--- src/rtl/wb_port_arbiter.sv ---
// Two-writer arbiter for the register-file write port: pipeline writeback vs. MDU result.
// Pipeline has priority; a starvation counter forces one MDU grant (with a one-cycle pipe stall).
module wb_port_arbiter #(
    parameter int ADDR_W     = 5,
    parameter int DATA_W     = 64,
    parameter int STARVE_MAX = 4
) (
    input  logic              clk,
    input  logic              rst_n,
    input  logic [ADDR_W-1:0] pipe_wd,
    input  logic              pipe_wreg,
    input  logic [DATA_W-1:0] pipe_wdata,
    input  logic              mdu_valid,
    input  logic [ADDR_W-1:0] mdu_wd,
    input  logic [DATA_W-1:0] mdu_wdata,
    output logic              mdu_ready,
    output logic              pipe_stall,
    output logic [ADDR_W-1:0] wb_wd,
    output logic              wb_wreg,
    output logic [DATA_W-1:0] wb_wdata,
    output logic              wb_src
);

    typedef enum logic [1:0] {
        IDLE  = 2'd0,
        WAIT  = 2'd1,
        FORCE = 2'd2
    } state_t;

    state_t      state, state_nxt;
    logic [3:0]  wait_cnt, wait_cnt_nxt;
    logic        pipe_req, same_reg;
    logic        grant_pipe, grant_mdu, ready_int;

    assign pipe_req  = pipe_wreg && (pipe_wd != '0);
    assign same_reg  = pipe_req && mdu_valid && (pipe_wd == mdu_wd);
    assign mdu_ready = rst_n && ready_int;

    always_comb begin
        state_nxt    = state;
        wait_cnt_nxt = wait_cnt;
        grant_pipe   = 1'b0;
        grant_mdu    = 1'b0;
        ready_int    = 1'b0;
        case (state)
            IDLE: begin
                if (same_reg) begin
                    // Younger pipeline write to the same register supersedes the MDU result.
                    grant_pipe = 1'b1;
                    ready_int  = 1'b1;
                end else if (mdu_valid && !pipe_req) begin
                    grant_mdu = 1'b1;
                    ready_int = 1'b1;
                end else if (mdu_valid) begin
                    grant_pipe   = 1'b1;
                    state_nxt    = WAIT;
                    wait_cnt_nxt = 4'd1;
                end else begin
                    grant_pipe = pipe_req;
                end
            end
            WAIT: begin
                if (!mdu_valid) begin
                    grant_pipe   = pipe_req;
                    state_nxt    = IDLE;
                    wait_cnt_nxt = 4'd0;
                end else if (same_reg) begin
                    grant_pipe   = 1'b1;
                    ready_int    = 1'b1;
                    state_nxt    = IDLE;
                    wait_cnt_nxt = 4'd0;
                end else if (!pipe_req) begin
                    grant_mdu    = 1'b1;
                    ready_int    = 1'b1;
                    state_nxt    = IDLE;
                    wait_cnt_nxt = 4'd0;
                end else if (wait_cnt >= 4'(STARVE_MAX - 1)) begin
                    grant_pipe = 1'b1;
                    state_nxt  = FORCE;
                end else begin
                    grant_pipe   = 1'b1;
                    wait_cnt_nxt = wait_cnt + 4'd1;
                end
            end
            FORCE: begin
                // Pipeline is stalled this cycle, so its inputs are ignored.
                grant_mdu    = mdu_valid;
                ready_int    = 1'b1;
                state_nxt    = IDLE;
                wait_cnt_nxt = 4'd0;
            end
            default: begin
                state_nxt    = IDLE;
                wait_cnt_nxt = 4'd0;
            end
        endcase
    end

    always_ff @(posedge clk) begin
        if (!rst_n) begin
            state      <= IDLE;
            wait_cnt   <= 4'd0;
            pipe_stall <= 1'b0;
            wb_wd      <= '0;
            wb_wreg    <= 1'b0;
            wb_wdata   <= '0;
            wb_src     <= 1'b0;
        end else begin
            state      <= state_nxt;
            wait_cnt   <= wait_cnt_nxt;
            pipe_stall <= (state_nxt == FORCE);
            wb_wreg    <= 1'b0;
            if (grant_pipe) begin
                wb_wd    <= pipe_wd;
                wb_wdata <= pipe_wdata;
                wb_src   <= 1'b0;
                wb_wreg  <= 1'b1;
            end else if (grant_mdu) begin
                // An MDU result for x0 is consumed but never written.
                wb_wd    <= mdu_wd;
                wb_wdata <= mdu_wdata;
                wb_src   <= 1'b1;
                wb_wreg  <= (mdu_wd != '0);
            end
        end
    end

endmodule

--- config.mk ---
export PLATFORM = sky130hd
export DESIGN_NAME = wb_port_arbiter
export DESIGN_NICKNAME = d
export VERILOG_FILES = /design/src/rtl/wb_port_arbiter.sv
export SDC_FILE = /design/constraint.sdc
export NUM_CORES = 1
export LEC_CHECK = 0
export CORE_MARGIN = 4
export CORE_UTILIZATION = 35
export DETAILED_ROUTE_END_ITERATION = 8
export HOLD_SLACK_MARGIN = 0.15
export PLACE_DENSITY = 0.78
export SYNTH_ARGS = -nofsm -noshare
export SYNTH_HDL_FRONTEND = slang
export SYNTH_SLANG_ARGS = --single-unit
--- constraint.sdc ---
create_clock -name clk -period 1.85 [get_ports clk]
set_input_delay 0.37 -clock clk [delete_from_list [all_inputs] [get_ports clk]]
set_output_delay 0.37 -clock clk [all_outputs]
set_load 0.005 [all_outputs]
# Yosys cells after proc, flatten, opt, wreduce, memory -nomap -nowiden
# Index checks and enable logic that the tools add are counted.
[word_totals] romBits=0 latchBits=0 elab_cells=69 register_bits=78 output_inout_bits=73 mem_bits_rw=0 memories=0
[op_classes] n_div=0 n_lt_le_gt_ge=1 multipliers=0 shifts=0 n_eq_ne=8 n_addsub=1 reduce_logical=12 bitwise_logic=1 mux=39
[op_table] cell="64-bit two-way mux" count=2
[op_table] cell="4-bit two-way mux" count=7
[op_table] cell="1-bit two-way mux" count=16
[op_table] cell="2-bit two-way mux" count=7
[op_table] cell="5-bit two-way mux" count=2
[op_table] cell="5-bit nonzero test" count=2
[op_table] cell="4-bit one-hot mux with 2 select lines" count=1
[op_table] cell="2-bit != test (second input constant)" count=3
[op_table] cell="1-bit one-hot mux with 3 select lines" count=2
[op_table] cell="5-bit == test" count=1
[op_table] cell="1-bit logical AND" count=5
[op_table] cell="5-bit != test (second input constant)" count=1
[op_table] cell="4-bit by 1-bit adder with 4-bit output (second input constant)" count=1
[op_table] cell="2-bit == test (second input constant)" count=2
[op_table] cell="4-bit by 2-bit >= comparator with 1-bit output (second input constant)" count=1
[op_table] cell="2-bit one-hot mux with 2 select lines" count=1
[op_table] cell="4-bit AND reduction" count=1
[op_table] cell="2-bit by 1-bit == test with 1-bit output (second input constant)" count=1
[op_table] cell="2-bit logical NOT" count=1
[op_table] cell="1-bit one-hot mux with 2 select lines" count=1
[op_table] cell="2-bit nonzero test" count=1
[op_table] cell="2-bit OR reduction" count=1
[op_table] cell="1-bit logical NOT" count=1
[op_table] cell="1-bit NOT" count=1

# Longest topological paths before layout
[depth] depth_word=9 depth_mapped=8 mapped_depth_nobuf=5

# Worst setup path after synthesis
# No wires, ideal clock.
[synth_timing] path_type="input to register" startpoint="input pipe_wd[1]" endpoint="register wb_wdata[13]" setup_time_ps=116 stages=8 path_slack_ps=59 path_buffers=3 arrival_ps=1675 cell_sequence="or4_1 > o21ai_2 > or2_1 > buf_4 > buf_8 > buf_6 > nand2_1 > o211a_1"
[synth_between] elab_chain_len=8 word_cells_on_any_way=22 cone_classes="1 x eq/ne; 14 x mux; 7 x reduce/logical"
[synth_lines] element="from (decl)" line="10" rtl="input logic [ADDR_W-1:0] pipe_wd,"
[synth_lines] element="5-bit nonzero test" line="35" rtl="assign pipe_req = pipe_wreg && (pipe_wd != '0);"
[synth_lines] element="1-bit logical AND" line="35"
[synth_lines] element="1-bit logical AND / 1-bit logical NOT (equally long branches)"
[synth_lines] element="1-bit logical AND, on equally long branches" line="36, 51"
[synth_lines] element="1-bit two-way mux, on equally long branches" line="67, 51"
[synth_lines] element="1-bit two-way mux, on equally long branches" line="63, 47"
[synth_lines] element="1-bit one-hot mux with 3 select lines / 1-bit one-hot mux with 2 select lines (equally long branches)" line="45" rtl="case (state)"
[synth_lines] element="2-bit nonzero test (no source line) / 64-bit two-way mux (equally long branches)"
[synth_lines] element="to (signal assigned)" line="115" rtl="wb_wdata <= pipe_wdata;"
[synth_lines] element="to (signal assigned)" line="121" rtl="wb_wdata <= mdu_wdata;"
[synth_lines] element="to (decl)" line="20" rtl="output logic [DATA_W-1:0] wb_wdata,"
# Parallel ways exist; a longest one is shown, timed or not.
# A chain may end at the register's enable or synchronous reset.

# Worst setup path after layout
[layout_timing] startpoint="input pipe_wd[2]" endpoint="output mdu_ready"
[layout_between] elab_chain_len=8 word_cells_on_any_way=14 cone_classes="1 x eq/ne; 6 x mux; 7 x reduce/logical"
[layout_lines] element="5-bit nonzero test" line="35"
[layout_lines] element="1-bit logical AND" line="35"
[layout_lines] element="1-bit logical AND / 1-bit logical NOT (equally long branches)"
[layout_lines] element="1-bit logical AND, on equally long branches" line="36, 51"
[layout_lines] element="1-bit two-way mux, on equally long branches" line="67, 51"
[layout_lines] element="1-bit two-way mux, on equally long branches" line="63, 47"
[layout_lines] element="1-bit one-hot mux with 3 select lines *" line="45"
[layout_lines] element="1-bit logical AND *" line="37" rtl="assign mdu_ready = rst_n && ready_int;"
[layout_lines] element="to (decl)" line="16" rtl="output logic mdu_ready,"
# Every way passes the cells marked *; elsewhere a longest branch is shown, timed or not.

==> results_dict.tcl <==
set metrics [dict create \
    outcome "finished with violations" \
    violations "setup timing" \
    yosys.area_share.simple_pct 10.6 \
    fin_ws_ns -0.0711 \
    layout_common_cells "clkdlybuf4s50_1 (201), dfxtp_1 (78), o211a_1 (70)" \
    p_comb_share_pct 27.6 \
    num_rows 37 \
    clkSlewWorstSetupHoldPaths_ns 0.08 \
    fillers 814 \
    power.share.clock_pct 29.8 \
    grt_pass1_wl_um 20200 \
    endpoint_kind "output port" \
    cp_max_fo 2 \
    clk_latency_ns 0.33 \
    drt-pass1-iter-count 4 \
    area_growth_pct 80.6 \
    slew_headroom_pct 70.0 \
    net-switching-power_uw 1120 \
    holdCritStartpoint "pipe_wd[2]" \
    gp_congestion 0.899 \
    critPathLaunch "pipe_wd[2]" \
    synthMuxAreaShare_pct 18.6 \
    synth_seq_cells 78 \
    fp.dieH_um 111 \
    start_util_pct 36.0 \
    num_antenna_cells 0 \
    crit_required_ns 1.48 \
    drtIter0Drc 172 \
    worst_slew_pin_slew_ns 0.450 \
    ys_warn_count 0 \
    synth_compound_area_share_pct 20.7 \
    drv_cap 0 \
    remaining_drc_errors 0 \
    crit_chain "buf_6 -> or4_4 -> o21ai_4 -> a21oi_2 -> nor3_2 -> o21a_1 -> buf_2" \
    antenna_found_initial 0 \
    path_class "input pin to output port" \
    hpwl_um 8660 \
    grt_overflow 0 \
    cts_buffer_depth 2 \
    fp.dieArea_um2 12300 \
    power.density_nw_per_um2 653 \
    hold_violations 0 \
    p_leak_uw 0.00333 \
    wl_per_cell_um 17.9 \
    syn_nets 504 \
    numCtsBuffers 9 \
    slowest_delay_ns 0.54 \
    r2r-start "state[0]$_SDFF_PN0_" \
    slowest_stage "or4_4" \
    dieWidth_um 111 \
    synthAdderAreaFrac_pct 0.337 \
    port-buffer-count 214 \
    yosysSeqAreaShare_pct 42.0 \
    critPathTopFamily "simple AND/OR/NAND/NOR gates" \
    hold_buffers 0 \
    htree_levels 3 \
    syn_area_um2 3710 \
    setup_viol 1 \
    intPower_uw 3260 \
    cts.sinks 78 \
    cts_tree "built" \
    clock.fmax_ghz 0.521 \
    cp_num_buf_inv 2 \
    drv_slew 0 \
    ir_drop_mv 0.381 \
    synth_top_family_by_area "compound AO/OA/AOI/OAI gates" \
    antenna_left 0 \
    via_per_inst 5.01 \
    rsz0062_at_grt "yes" \
    synth-xor-area-share_pct 1.41 \
    whs_ns 0.391 \
    grt_pass1_vias 3779 \
    grt_start_max_net_pins 40 \
    synth_cells 361 \
    layout-drive-gt1-share_pct 13.1 \
    drt_wl_total_um 13200 \
    min_path_type "input pin to flop" \
    period_minus_slack_ns 1.92 \
    ioPinCount 215 \
    dr_total_vias 3690 \
    dp_cells 699 \
    finalSetupTns_ns -0.0711 \
    swShare_pct 25.6 \
    post-route-period-util_pct 104 \
    clock_skew_ns 0.0121 \
    layout_commonest_cell "clkdlybuf4s50_1" \
    fin_cells 737 \
    grt_util_all_layers_pct 20.1 \
    design.final.nets 739 \
    cp.arrival_ns 1.55 \
    core_um2 10300 \
    root_buffer "clkbuf_8" \
    power_frac_seq_pct 42.7 \
    startpoint_type "input pin" \
    syn_avg_cell_area_um2 10.3 \
    yosysUniqueCellTypes 33 \
]
through the flow:
step                      setup WS, ns  instance area [um2]  total power, uW  util, %
after global routing            -0.127                 6710             4590     65.0
after detailed placement        -0.898                 6020             2960     58.3
after CTS                       -0.170                 6660             4410     64.5
after global placement          -0.867                 6020             2930     58.3
final                          -0.0711                 6710             4380     65.0
after floorplan                 0.0586                 3710             2320        -
metal layers:
metal	up-vias	global-route usage, %	part of all wire (%)
met5	-	0	0
met4	0	6.33	2.4
met3	23	6.28	7.2
met2	150	35.4	49
met1	1742	23.3	41
li1	1775	-	-
tightest hold or removal path, delay by kind of cell:
family	cells	cell delay, ns
buffers and inverters	2	0.18
AOI/OAI and AO/OA	1	0.15
cell type report:
cell class	instances	area [um2]	share of cell area, %
Timing Repair Buffer	258	2790	41.6
Tap cell	136	170	2.54
Sequential cell	78	1560	23.3
Clock buffer	11	141	2.11
Inverter	1	3.75	0.0559
Multi-Input combinational cell	248	1980	29.6
Clock inverter	5	58.8	0.877
power by group through the flow:
stage                     logic (uW)  registers, uW  clock network [uW]
after CTS                       1200           1870                1340
after global placement          1030           1900                   0
after floorplan                  403           1910                   0
final                           1210           1870                1300
after detailed placement        1050           1910                   0
after global routing            1290           1890                1420
sequential cells by signal, indices dropped and copies added (netlist names):
register / count
wb_wdata: 64
wb_wd: 5
wait_cnt: 4
state: 2
pipe_stall: 1
wb_src: 1
wb_wreg: 1
synth_stat cells:
| library cell | instances | area [um2] |
|---|---|---|
| o211a_1 | 70 | 701 |
| nand3_1 | 1 | 5.00 |
| nor3_1 | 4 | 20.0 |
| a31oi_1 | 2 | 12.5 |
| a21o_1 | 1 | 7.51 |
| a21boi_0 | 1 | 7.51 |
| nand2b_1 | 2 | 12.5 |
| clkbuf_1 | 9 | 33.8 |
| mux2i_1 | 69 | 691 |
| buf_8 | 1 | 15.0 |
| xnor2_1 | 1 | 8.76 |
| a211o_1 | 1 | 8.76 |
| buf_4 | 3 | 22.5 |
| or4_1 | 2 | 15.0 |
| o21ai_2 | 1 | 8.76 |
| nor2_1 | 1 | 3.75 |
| o21a_1 | 1 | 7.51 |
| nand3b_1 | 1 | 7.51 |
| buf_6 | 9 | 101 |
| or3_1 | 3 | 18.8 |
| or2_1 | 1 | 6.26 |
| ha_1 | 1 | 12.5 |
| o21ai_0 | 1 | 5.00 |
| buf_1 | 1 | 3.75 |
| inv_1 | 1 | 3.75 |
| a21oi_1 | 2 | 10.0 |
| xor2_1 | 5 | 43.8 |
| nor2b_1 | 1 | 6.26 |
| nor3b_1 | 3 | 22.5 |
| dfxtp_1 | 78 | 1560 |
| nand2_1 | 72 | 270 |
| or2_2 | 1 | 6.26 |
| buf_2 | 11 | 55.1 |
repair_timing:
action,in CTS,in global routing
cloned,8,2
endpoints found under the setup margin,76,70
resized for setup,46,11
buffers inserted,13,5
pin swaps,10,11
logic make-up after synthesis:
family | Yosys count
compound gates | 80
mux | 69
buf+inv | 35
fa+ha+maj | 1
xor+xnor | 6
simple gates | 92
flops | 78
final timing paths:
| path | slack [ns] | cells past startpoint | to |
|---|---|---|---|
| max | -0.07 | 7 | mdu_ready |
| min | 0.39 | 3 | wb_wd[2]$_SDFFE_PN0P_ |
| max reg2reg | 0.29 | 5 | wb_wdata[46]$_SDFFE_PN0P_ |
| min reg2reg | 0.47 | 1 | wait_cnt[3]$_SDFFE_PN0P_ |
(Power assumes the default switching activity.)
